--- src/rtl/data_mem_ctrl_if.sv ---
// Datapath-side and memory-side signal bundle of the data-memory access controller.
interface data_mem_ctrl_if #(
    parameter int unsigned ADDR_W = 64
);
    logic              req;
    logic              we;
    logic [2:0]        funct3;
    logic [ADDR_W-1:0] addr;
    logic [63:0]       wdata;
    logic [63:0]       rdata;
    logic              busy;
    logic              done;
    logic              err;
    logic [ADDR_W-1:0] mem_addr;
    logic [63:0]       mem_wdata;
    logic              mem_wr;
    logic [63:0]       mem_rdata;

    modport master (
        output req, we, funct3, addr, wdata, mem_rdata,
        input  rdata, busy, done, err, mem_addr, mem_wdata, mem_wr
    );

    modport slave (
        input  req, we, funct3, addr, wdata, mem_rdata,
        output rdata, busy, done, err, mem_addr, mem_wdata, mem_wr
    );
endinterface

--- src/rtl/data_mem_ctrl.sv ---
// Multicycle RV64 load/store controller: lane extraction, sign/zero extension, RMW sub-doubleword stores.
// Optional macro MISALIGN_TRAP_EN: misaligned accesses complete with err instead of being force-aligned.
module data_mem_ctrl #(
    parameter int unsigned ADDR_W = 64
) (
    input  logic            clk,
    input  logic            reset,
    data_mem_ctrl_if.slave  bus
);
    typedef enum logic [2:0] {IDLE, RD, LDX, MRG, WR, DONE} state_t;

    state_t            state;
    state_t            stateNext;
    logic [ADDR_W-1:0] addrQ;
    logic              weQ;
    logic [2:0]        funct3Q;
    logic [63:0]       wdataQ;
    logic [63:0]       rdataQ;
    logic              busyQ;
    logic              doneQ;
    logic              errQ;

    logic              illegal;
    logic              accessErr;
    logic [2:0]        offEff;
    logic [5:0]        laneShift;
    logic [63:0]       sizeMask;
    logic [63:0]       laneMask;
    logic [63:0]       shifted;
    logic [63:0]       loadVal;
    logic [63:0]       mergeVal;
    logic [63:0]       memWdata;
    logic              memWr;

    // Legality of the live request, evaluated at acceptance
`ifdef MISALIGN_TRAP_EN
    logic misaligned;
    always_comb begin
        illegal = bus.we ? bus.funct3[2] : (bus.funct3 == 3'b111);
        case (bus.funct3[1:0])
            2'd1:    misaligned = bus.addr[0];
            2'd2:    misaligned = |bus.addr[1:0];
            2'd3:    misaligned = |bus.addr[2:0];
            default: misaligned = 1'b0;
        endcase
        accessErr = illegal | misaligned;
    end
`else
    always_comb begin
        illegal   = bus.we ? bus.funct3[2] : (bus.funct3 == 3'b111);
        accessErr = illegal;
    end
`endif

    // Offset bits below the access size are dropped so every lane fits in the doubleword
    always_comb begin
        case (funct3Q[1:0])
            2'd0:    begin offEff = addrQ[2:0];              sizeMask = 64'h0000_0000_0000_00FF; end
            2'd1:    begin offEff = {addrQ[2:1], 1'b0};      sizeMask = 64'h0000_0000_0000_FFFF; end
            2'd2:    begin offEff = {addrQ[2], 2'b00};       sizeMask = 64'h0000_0000_FFFF_FFFF; end
            default: begin offEff = 3'b000;                  sizeMask = 64'hFFFF_FFFF_FFFF_FFFF; end
        endcase
        laneShift = {offEff, 3'b000};
        laneMask  = sizeMask << laneShift;
        shifted   = bus.mem_rdata >> laneShift;
        mergeVal  = (bus.mem_rdata & ~laneMask) | ((wdataQ << laneShift) & laneMask);
        case (funct3Q)
            3'b000:  loadVal = {{56{shifted[7]}},  shifted[7:0]};
            3'b001:  loadVal = {{48{shifted[15]}}, shifted[15:0]};
            3'b010:  loadVal = {{32{shifted[31]}}, shifted[31:0]};
            3'b100:  loadVal = {56'd0, shifted[7:0]};
            3'b101:  loadVal = {48'd0, shifted[15:0]};
            3'b110:  loadVal = {32'd0, shifted[31:0]};
            default: loadVal = shifted;
        endcase
    end

    // Next-state and memory write strobe
    always_comb begin
        stateNext = state;
        memWr     = 1'b0;
        memWdata  = '0;
        case (state)
            IDLE: begin
                if (bus.req) begin
                    if (accessErr)                            stateNext = DONE;
                    else if (bus.we && bus.funct3 == 3'b011)  stateNext = WR;
                    else                                      stateNext = RD;
                end
            end
            RD:   stateNext = weQ ? MRG : LDX;
            LDX:  stateNext = DONE;
            MRG: begin
                memWr     = 1'b1;
                memWdata  = mergeVal;
                stateNext = DONE;
            end
            WR: begin
                memWr     = 1'b1;
                memWdata  = wdataQ;
                stateNext = DONE;
            end
            DONE:    stateNext = IDLE;
            default: stateNext = IDLE;
        endcase
    end

    always_ff @(posedge clk or negedge reset) begin
        if (!reset) begin
            state   <= IDLE;
            addrQ   <= '0;
            weQ     <= 1'b0;
            funct3Q <= '0;
            wdataQ  <= '0;
            rdataQ  <= '0;
            busyQ   <= 1'b0;
            doneQ   <= 1'b0;
            errQ    <= 1'b0;
        end else begin
            state <= stateNext;
            busyQ <= (stateNext != IDLE);
            doneQ <= (stateNext == DONE);
            errQ  <= (state == IDLE) && bus.req && accessErr;
            if (state == IDLE && bus.req) begin
                addrQ   <= bus.addr;
                weQ     <= bus.we;
                funct3Q <= bus.funct3;
                wdataQ  <= bus.wdata;
            end
            if (state == LDX) rdataQ <= loadVal;
        end
    end

    assign bus.rdata     = rdataQ;
    assign bus.busy      = busyQ;
    assign bus.done      = doneQ;
    assign bus.err       = errQ;
    assign bus.mem_wr    = memWr;
    assign bus.mem_wdata = memWdata;
    assign bus.mem_addr  = (state == IDLE) ? {bus.addr[ADDR_W-1:3], 3'b000}
                                           : {addrQ[ADDR_W-1:3], 3'b000};
endmodule

--- src/flat_wrapper.sv ---
// flat-port wrapper written by rule: the top's interface ports become plain ports
module data_mem_ctrl_flat 
#(
    parameter int unsigned ADDR_W = 64
)
  (clk, reset, bus_req, bus_we, bus_funct3, bus_addr, bus_wdata, bus_mem_rdata, bus_rdata, bus_busy, bus_done, bus_err, bus_mem_addr, bus_mem_wdata, bus_mem_wr);
  data_mem_ctrl_if #(.ADDR_W(ADDR_W)) bus_i ();
  input  logic clk;
  input  logic reset;
  input wire logic [$bits(bus_i.req)-1:0] bus_req;
  input wire logic [$bits(bus_i.we)-1:0] bus_we;
  input wire logic [$bits(bus_i.funct3)-1:0] bus_funct3;
  input wire logic [$bits(bus_i.addr)-1:0] bus_addr;
  input wire logic [$bits(bus_i.wdata)-1:0] bus_wdata;
  input wire logic [$bits(bus_i.mem_rdata)-1:0] bus_mem_rdata;
  output wire logic [$bits(bus_i.rdata)-1:0] bus_rdata;
  output wire logic [$bits(bus_i.busy)-1:0] bus_busy;
  output wire logic [$bits(bus_i.done)-1:0] bus_done;
  output wire logic [$bits(bus_i.err)-1:0] bus_err;
  output wire logic [$bits(bus_i.mem_addr)-1:0] bus_mem_addr;
  output wire logic [$bits(bus_i.mem_wdata)-1:0] bus_mem_wdata;
  output wire logic [$bits(bus_i.mem_wr)-1:0] bus_mem_wr;
  assign bus_i.req = bus_req;
  assign bus_i.we = bus_we;
  assign bus_i.funct3 = bus_funct3;
  assign bus_i.addr = bus_addr;
  assign bus_i.wdata = bus_wdata;
  assign bus_i.mem_rdata = bus_mem_rdata;
  assign bus_rdata = bus_i.rdata;
  assign bus_busy = bus_i.busy;
  assign bus_done = bus_i.done;
  assign bus_err = bus_i.err;
  assign bus_mem_addr = bus_i.mem_addr;
  assign bus_mem_wdata = bus_i.mem_wdata;
  assign bus_mem_wr = bus_i.mem_wr;
  data_mem_ctrl #(.ADDR_W(ADDR_W)) u_core (.clk(clk), .reset(reset), .bus(bus_i));
endmodule
--- config.mk ---
export PLATFORM = sky130hd
export DESIGN_NAME = data_mem_ctrl_flat
export DESIGN_NICKNAME = d
export VERILOG_FILES = /design/src/rtl/data_mem_ctrl_if.sv /design/src/rtl/data_mem_ctrl.sv /design/src/flat_wrapper.sv
export SDC_FILE = /design/constraint.sdc
export NUM_CORES = 1
export LEC_CHECK = 0
export ABC_AREA = 1
export CAP_MARGIN = 40
export CORE_MARGIN = 2
export CORE_UTILIZATION = 50
export CTS_BUF_LIST = sky130_fd_sc_hd__clkbuf_8
export CTS_CLUSTER_SIZE = 16
export DETAILED_ROUTE_END_ITERATION = 10
export PLACE_DENSITY = 0.84
export SLEW_MARGIN = 25
export SYNTH_ARGS = -nofsm -noshare
export SYNTH_HDL_FRONTEND = slang
export SYNTH_SLANG_ARGS = --single-unit
--- constraint.sdc ---
create_clock -name clk -period 3.35 [get_ports clk]
set_input_delay 1.005 -clock clk [delete_from_list [all_inputs] [get_ports clk]]
set_output_delay 1.005 -clock clk [all_outputs]
set_load 0.02 [all_outputs]
==> results.json, run 1 <==
{
  "status": "finished with violations",
  "violations": "setup timing",
  "async_reset_ff_share_pct": 100,
  "cp_top_family": "simple AND/OR/NAND/NOR gates",
  "synth_xor_area_share_pct": 0,
  "hold_ws_ns": 0.412,
  "finalNetCount": 2794,
  "fin_ws_ns": -0.226,
  "io_pins": 395,
  "path_clk_slew_ns": 0.07,
  "die_h_um": 169,
  "hp-class": "in2async",
  "max_stage_delay_ns": 0.45,
  "clkLatencyLatePin_ns": 0.57,
  "synth_cells": 2079,
  "rsz0062_at_grt": "yes",
  "wl_met2_mm": 30.1,
  "gr-total-overflow": 0,
  "globalplace.congestion": 1.05,
  "synth-compound-area-share_pct": 21.3,
  "core_mm2": 0.0268,
  "rows": 60,
  "pwr_density_cell_mw_per_mm2": 1150,
  "synth_most_common_cell": "nand2_1",
  "synth.mux.area_fraction_pct": 0.221,
  "critPathLaunchType": "flop",
  "slew_headroom_pct": 54.6,
  "numPortBuffers": 391,
  "synth_top_cells_by_area": "dfrtp_1, nand2_1, o21ai_0",
  "critPathRequiredTime_ns": 2.34,
  "fin_total_pwr_uw": 24000,
  "ctsHoldBuffers": 0,
  "grt_pass1_wl_mm": 94.1,
  "cts_root_buf": "clkbuf_8",
  "power.switching_uw": 12400,
  "drv_slew": 0,
  "worst_setup_path_end_kind": "output pin",
  "post_drt_wl_per_cell_um": 21.8,
  "synth_cell_type_count": 40,
  "fin_util_pct": 78.1,
  "r2r-start": "u_core.funct3Q[1]",
  "p_int_uw": 11600,
  "cts_max_level": 2,
  "crit_buf_inv": 4,
  "synth_top_cell_area_share_pct": 37.2,
  "cts_buffer_depth": 3,
  "crit_chain": "nor2_8, nand2_8, buf_12, buf_12, nand2_4, o21ai_2, buf_4, o211ai_1, nand3_1, nand2_2, nand2_4, buf_6",
  "synth_top_area_cell": "dfrtp_1",
  "setup_violations": 56,
  "period_share_pct": 107,
  "critPathArrivalTime_ns": 2.57,
  "synth.ff_latch_count": 202,
  "crit_path_max_fanout": 26,
  "hold_violations": 0,
  "share_clk_of_total_power_pct": 10.5,
  "tightestPinTransition_ns": 0.674,
  "synth_edf_count": 0,
  "dp_hpwl_mm": 47.9,
  "grt_max_degree": 89,
  "combPwrFrac_pct": 70.6,
  "drv_cap": 0,
  "start_util_pct": 50.8,
  "top_layer": "met4",
  "syn_area_per_cell_um2": 6.54,
  "leakage_uw": 0.0104,
  "cp-startpoint": "u_core.funct3Q[1]",
  "p_sw_share_pct": 51.7,
  "drtAntennaViolNets": 0,
  "wl_mm": 64.7,
  "ys_warn_count": 0,
  "path_class": "reg2out",
  "dieWidth_um": 169,
  "post-route-min-period_ns": 3.58,
  "remaining_drc_errors": 0,
  "fmax_mhz": 280,
  "avgViaCountPerCell": 5.81,
  "cp_slowest_cell": "dfrtp_2",
  "synth_seq_area_share_pct": 37.2,
  "vdd_drop_max_v": 0.000635,
  "synth_top_family_by_area": "simple AND/OR/NAND/NOR gates",
  "netlist_area_mm2": 0.0136,
  "r2r_setup_slack_ns": 0.37,
  "vias": 17233,
  "dieArea_mm2": 0.0285,
  "yosys.area_share.adder_pct": 0,
  "dr_wl_met3_mm": 6.57,
  "cts_num_sinks": 202,
  "reg2regPathDepth": 10,
  "antenna_found_initial": 1,
  "reg2reg_to": "u_core.bus.rdata[24]",
  "drt_iter0_drc": 2185,
  "final.setup_skew_ns": 0.0405,
  "grtUsageTotal_pct": 43.5,
  "area_delta_synth_final_pct": 54.0,
  "drive_above_1_share_pct": 23.6,
  "first_global_vias": 16503,
  "dr.pass1.iters": 6,
  "cts_tree": "done",
  "synth_flop_cell": "dfrtp_1",
  "seqPwrFrac_pct": 18.9,
  "cts_made_buffers": 38,
  "synth_commonest_cells": "nand2_1, o21ai_0, inv_1",
  "wl_met1_mm": 23.0,
  "synth-simple-area-share_pct": 28.9
}
## cells by family (layout without fill, tap and decap cells)
kind of cell / count (synthesis) / in the layout
AO/OA/AOI/OAI: 532 / 532
multiplexers: 3 / 3
other: 1 / 4
AND/OR/NAND/NOR: 953 / 953
buffers and inverters: 388 / 930
flip-flops: 202 / 202
## flip-flops by register name, indices dropped and copies added, names as in the netlist
register	cells
u_core.bus.done	1
u_core.wdataQ	64
u_core.bus.rdata	64
u_core.weQ	1
u_core.funct3Q	3
u_core.addrQ	64
u_core.bus.busy	1
u_core.bus.err	1
u_core.state	3
## per-stage QoR
step / setup slack, ns / cells / TNS (ns) / cell area (um2)
floorplan: 0.487 / 2081 / 0 / 13600
global placement: -0.397 / 2857 / -12.63 / 18800
detailed placement: -0.373 / 2857 / -12.69 / 18800
CTS: -0.231 / 2954 / -4.18 / 20100
global route: -0.281 / 2964 / -8.09 / 20900
finish: -0.226 / 2965 / -4.29 / 20900
## worst max-delay path by stage
stage	end	depth (start not counted)	slack (ns)
floorplan	bus_mem_wdata[30]	11	0.49
global placement	bus_mem_wdata[10]	6	-0.40
detailed placement	bus_mem_wdata[38]	6	-0.37
CTS	bus_mem_wdata[53]	14	-0.23
global route	bus_mem_wdata[53]	14	-0.28
finish	bus_mem_wdata[58]	12	-0.23
## metal layers
layer  vias to the layer above  GRT usage [%]
li1                       7678              -
met1                      8074           51.8
met2                      1197           72.1
met3                       284           7.86
met4                         0           28.7
met5                         -              0
## area by class of cell
type | instances | area (um2)
fillers | 1912 | 5860
clock inverters | 25 | 178
flip-flops and latches | 202 | 5060
diodes | 1 | 2.50
well taps | 341 | 427
inverters | 248 | 952
multi-input cells | 1491 | 7810
repair buffers | 614 | 5920
clock buffers | 43 | 592
## power groups by stage
stage          sequential [uW]  clock, uW  combinational, uW
6_report                  4530       2520              16900
5_1_grt                   4620       2640              17900
4_1_cts                   4450       2520              15300
3_5_place_dp              4440          0              14600
3_3_place_gp              4380          0              14300
2_1_floorplan             4660          0               7780
## cells in the final DEF, fill, tap and decap left out, types with 45 or more instances in the layout
| cell type | synthesis | final |
|---|---|---|
| buf_4 | 10 | 177 |
| buf_6 | 18 | 75 |
| clkbuf_8 | 0 | 45 |
| clkdlybuf4s50_1 | 0 | 264 |
| dfrtp_1 | 202 | 199 |
| inv_1 | 242 | 247 |
| nand2_1 | 660 | 607 |
| nand3_1 | 92 | 90 |
| nor2_1 | 129 | 117 |
| o21ai_0 | 308 | 246 |
| o21ai_1 | 78 | 85 |
| or2_2 | 50 | 50 |
## worst reg2reg max path, delay by kind of cell (launching register included)
kind          cells  cell delay [ns]
flops             1             0.43
buf+inv           4             0.85
simple gates      6             1.53
## what timing repair did
action / in CTS / in global routing
pin swaps: 29 / 35
gates cloned: 1 / 1
setup endpoints to repair: 125 / 126
setup buffers: 29 / 10
gates resized for setup: 512 / 318
No activity file was read; power rests on OpenSTA's default activity.
==> run 2: changes to the inputs <==
Clock period 3.35 ns to 3.7 ns, I/O delays scaled along.
==> results.json, run 2 (synthesized netlist as in run 1, its figures left out) <==
{
  "path_class": "reg2out",
  "hold_violations": 0,
  "antenna_found_initial": 0,
  "tns_ns": 0,
  "die_h_um": 169,
  "period_share_pct": 99.9,
  "grtUsageTotal_pct": 42.4,
  "layout_commonest_cell": "nand2_1",
  "post_drt_wl_per_cell_um": 21.7,
  "cts_root_buf": "clkbuf_8",
  "worst_setup_path_end_kind": "output pin",
  "instances_no_fill": 2883,
  "finalNetCount": 2713,
  "first_global_vias": 15992,
  "fmax_mhz": 271,
  "avgViaCountPerCell": 5.77,
  "globalplace.congestion": 1.04,
  "r2r-start": "u_core.funct3Q[1]",
  "io_pins": 395,
  "ctsHoldBuffers": 0,
  "status": "finished clean",
  "top_layer": "met4",
  "gr-total-overflow": 0,
  "pwr_density_cell_mw_per_mm2": 1010,
  "start_util_pct": 50.8,
  "slew_headroom_pct": 48.2,
  "wl_met2_mm": 28.5,
  "critPathArrivalTime_ns": 2.59,
  "critPathRequiredTime_ns": 2.59,
  "cts_num_sinks": 202,
  "rsz0062_at_grt": "yes",
  "post-route-min-period_ns": 3.70,
  "path_clk_slew_ns": 0.07,
  "final_cell_mix": "nand2_1, o21ai_0, clkdlybuf4s50_1",
  "vias": 16628,
  "drt_iter0_drc": 2231,
  "dr.pass1.iters": 7,
  "crit_path_max_fanout": 22,
  "rows": 60,
  "reg2regPathDepth": 11,
  "hp-class": "reg2reg",
  "fin_util_pct": 72.6,
  "remaining_drc_errors": 0,
  "grt_pass1_wl_mm": 91.7,
  "r2r_setup_slack_ns": 0.82,
  "numPortBuffers": 391,
  "cts_max_level": 2,
  "grt_max_degree": 123,
  "dieWidth_um": 169,
  "final.setup_skew_ns": 0.0152,
  "hold_end": "u_core.addrQ[30]",
  "hold_depth": 2,
  "clkLatencyLatePin_ns": 0.55,
  "dp_cells": 2792,
  "critPathLaunchType": "flop",
  "cts_tree": "done",
  "dieArea_mm2": 0.0285,
  "cts_made_buffers": 37,
  "drv_cap": 0,
  "drive_above_1_share_pct": 14.9,
  "area_delta_synth_final_pct": 43.0,
  "wl_met1_mm": 22.3,
  "reg2reg_to": "u_core.bus.rdata[51]",
  "setup_violations": 0,
  "drtAntennaViolNets": 0,
  "tightestPinTransition_ns": 0.769,
  "vdd_drop_max_v": 0.000669,
  "wl_mm": 62.6,
  "dr_wl_met3_mm": 6.68,
  "cts_buffer_depth": 3,
  "core_mm2": 0.0268,
  "dp_hpwl_mm": 46.6,
  "leakage_uw": 0.0100,
  "hold_start": "u_core.addrQ[30]",
  "antennaDiodeCount": 0,
  "drv_slew": 0
}
==> run 2: cell count changes in the layout (fill, tap and decap cells not counted), sizes merged, moves of 2 or more <==
cell / delta
buf: -125
clkdlybuf4s50: +3
dlymetal6s2s: +18
inv: -2
dlygate4sd2: +28
clkbuf: -5
==> run 2: worst max path at each step <==
stage                                  from                 to  slack, ns
after CTS                 u_core.funct3Q[1]  bus_mem_wdata[20]      -0.03
after detailed placement  bus_mem_rdata[10]  bus_mem_wdata[10]      -0.36
after floorplan           u_core.funct3Q[1]  bus_mem_wdata[30]       0.73
after global routing      u_core.funct3Q[1]  bus_mem_wdata[23]      -0.09
final                     u_core.funct3Q[1]  bus_mem_wdata[53]      0.004
after global placement    bus_mem_rdata[10]  bus_mem_wdata[10]      -0.34
==> run 2: repair_timing <==
action / in CTS / in global routing
gates cloned: 0 / 4
pin swaps: 4 / 10
resized for setup: 210 / 113
setup endpoints to repair: 110 / 72
setup buffers: 10 / 10
hold endpoints to repair: 0 / 0
==> run 2: metrics by stage <==
| stage | setup slack, ns | hold slack, ns | power (uW) | instance area [um2] |
|---|---|---|---|---|
| 2_1_floorplan | 0.732 | 0.453 | 11300 | 13600 |
| 3_3_place_gp | -0.345 | 0.465 | 16400 | 18300 |
| 3_5_place_dp | -0.363 | 0.473 | 16700 | 18300 |
| 4_1_cts | -0.0268 | 0.488 | 19000 | 19200 |
| 5_1_grt | -0.0909 | 0.504 | 20700 | 19500 |
| 6_report | 0.00423 | 0.486 | 19600 | 19500 |
==> run 2: critical path, cell delays in order (launching register included) <==
cell,delay [ns]
dfrtp_2,0.49
nor2_8,0.14
nand2_8,0.11
buf_4,0.17
clkbuf_16,0.19
nand2_1,0.07
nand3_1,0.17
a21oi_1,0.19
o21ai_1,0.08
nand2_2,0.12
nand2_2,0.12
buf_4,0.18
==> run 2: metal layers <==
layer	global-route usage, %	up-vias
met2	68.9	1128
met1	51.0	7694
met3	8.56	298
li1	-	7508
met5	0	-
met4	28.5	0
==> run 2: area by class of cell <==
cell class              instances  area, um2
clock buffers                  41        564
clock inverters                26        211
fillers                      2132       7350
inverters                     248        941
multi-input cells            1491       7110
flip-flops and latches        202       5060
well taps                     341        427
repair buffers                534       5150
==> run 2: where the power goes <==
group / total [uW] / switching (uW) / internal (uW)
Combinational: 13300 / 8450 / 4880
Clock: 2260 / 1010 / 1250
Sequential: 4050 / 766 / 3290
==> run 3: changes to the inputs <==
Settings changed: MAX_ROUTING_LAYER set to met4.
==> results.json, run 3 (synthesized netlist as in run 1, its figures left out) <==
{
  "antennaDiodeCount": 0,
  "final.setup_skew_ns": 0.0253,
  "layout_commonest_cell": "nand2_1",
  "drv_slew": 0,
  "fmax_mhz": 265,
  "tns_ns": -0.281,
  "path_clk_slew_ns": 0.06,
  "post_drt_wl_per_cell_um": 21.7,
  "grtUsageTotal_pct": 43.6,
  "cts_tree": "done",
  "crit_path_max_fanout": 20,
  "first_global_vias": 16075,
  "vias": 16827,
  "hp-class": "reg2reg",
  "dr.pass1.iters": 10,
  "critPathRequiredTime_ns": 2.59,
  "final_cell_mix": "nand2_1, o21ai_0, clkdlybuf4s50_1",
  "grt_max_degree": 105,
  "cts_num_sinks": 202,
  "combPwrFrac_pct": 68.8,
  "slew_headroom_pct": 47.0,
  "leakage_uw": 0.0106,
  "cts_buffer_depth": 3,
  "dp_slack_ns": -0.291,
  "drive_above_1_share_pct": 17.6,
  "post-route-min-period_ns": 3.77,
  "fin_ws_ns": -0.0694,
  "rows": 60,
  "worst_setup_path_end_kind": "output pin",
  "io_pins": 395,
  "antenna_found_initial": 0,
  "setup_violations": 11,
  "remaining_drc_errors": 0,
  "numPortBuffers": 391,
  "start_util_pct": 50.8,
  "cts_made_buffers": 38,
  "area_delta_synth_final_pct": 47.5,
  "violations": "setup timing",
  "share_clk_of_total_power_pct": 11.4,
  "path_class": "reg2out",
  "dieWidth_um": 169,
  "vdd_drop_max_v": 0.000595,
  "ctsHoldBuffers": 0,
  "globalplace.congestion": 1.06,
  "p_sw_share_pct": 51.2,
  "pwr_density_cell_mw_per_mm2": 1020,
  "power.switching_uw": 10500,
  "critPathLaunchType": "flop",
  "dp_hpwl_mm": 45.9,
  "drt_iter0_drc": 2307,
  "status": "finished with violations",
  "drv_cap": 0,
  "tightestPinTransition_ns": 0.787,
  "core_mm2": 0.0268,
  "critPathArrivalTime_ns": 2.66,
  "gr-total-overflow": 0,
  "clkLatencyLatePin_ns": 0.57,
  "wl_mm": 63.0,
  "drtAntennaViolNets": 0,
  "hold_violations": 0,
  "cts_root_buf": "clkbuf_8",
  "die_h_um": 169,
  "avgViaCountPerCell": 5.79,
  "seqPwrFrac_pct": 19.9,
  "cts_max_level": 2,
  "grt_pass1_wl_mm": 91.7,
  "period_share_pct": 102,
  "finalNetCount": 2737,
  "dieArea_mm2": 0.0285,
  "rsz0062_at_grt": "yes",
  "p_int_uw": 10000
}
## run 3: cell count changes in the layout (fill, tap and decap cells not counted), sizes merged
cell / change
inv: -6
clkdlybuf4s50: -2
bufinv: -1
clkdlybuf4s15: -10
dlymetal6s2s: +34
dlygate4sd2: -46
nand2: +1
buf: +40
clkinv: -1
clkbuf: +12
## run 3: stage by stage
stage | util, % | area [um2] | hold WS [ns] | instances | total power (uW)
finish | 74.9 | 20100 | 0.480 | 2904 | 20600
global route | 74.9 | 20100 | 0.515 | 2904 | 21700
CTS | 72.4 | 19400 | 0.484 | 2884 | 19400
detailed placement | 68.6 | 18400 | 0.473 | 2801 | 16700
global placement | 68.6 | 18400 | 0.466 | 2801 | 16500
floorplan | - | 13600 | 0.453 | 2081 | 11300
## run 3: worst paths after layout
kind                                     start                    to  slack (ns)  cells past startpoint
min in group asynchronous                reset      u_core.wdataQ[6]        0.54                      1
hold reg to reg            u_core.bus.rdata[1]   u_core.bus.rdata[1]        0.48                      2
setup reg to reg             u_core.funct3Q[1]  u_core.bus.rdata[33]        0.85                     12
setup / recovery             u_core.funct3Q[1]     bus_mem_wdata[15]       -0.07                     11
hold / removal             u_core.bus.rdata[1]   u_core.bus.rdata[1]        0.48                      2
max in group asynchronous                reset  u_core.bus.rdata[58]        2.35                      2
## run 3: cell type report
type,instances,area (um2)
clock buffer,47,647
inverter,248,948
tap,341,427
sequential,202,5060
multi-input combinational,1492,7290
clock inverter,18,155
fill,2061,6740
timing repair buffer,556,5540
## run 3: power groups by stage
stage | Clock [uW] | Sequential (uW) | Combinational, uW
floorplan | 0 | 4220 | 7040
global placement | 0 | 3970 | 12500
finish | 2330 | 4090 | 14100
detailed placement | 0 | 4030 | 12700
CTS | 2340 | 4020 | 13000
global route | 2450 | 4180 | 15000
## run 3: routing by layer
metal  vias to the layer above  global-route usage [%]  wire length (um)
li1                       7561                       -                 -
met1                      7781                    52.4             22600
met2                      1196                    68.5             28700
met3                       289                    7.44              6610
met4                         0                    27.4              5040
met5                         -                       -                 0
## run 3: what timing repair did
| action | in CTS | in global routing |
|---|---|---|
| gates cloned | 2 | 8 |
| endpoints found under the setup margin | 124 | 107 |
| buffers inserted | 16 | 13 |
| pin swaps | 8 | 35 |
| gates resized for setup | 219 | 255 |
## run 3: worst max-delay path, stage by stage (launching register included)
cell,delay (ns)
dfrtp_2,0.48
buf_4,0.16
nand2_2,0.06
inv_2,0.05
nor2_4,0.15
inv_4,0.10
buf_12,0.17
nand2_2,0.16
o21ai_0,0.14
o22ai_1,0.13
buf_4,0.16
dlygate4sd2_1,0.33
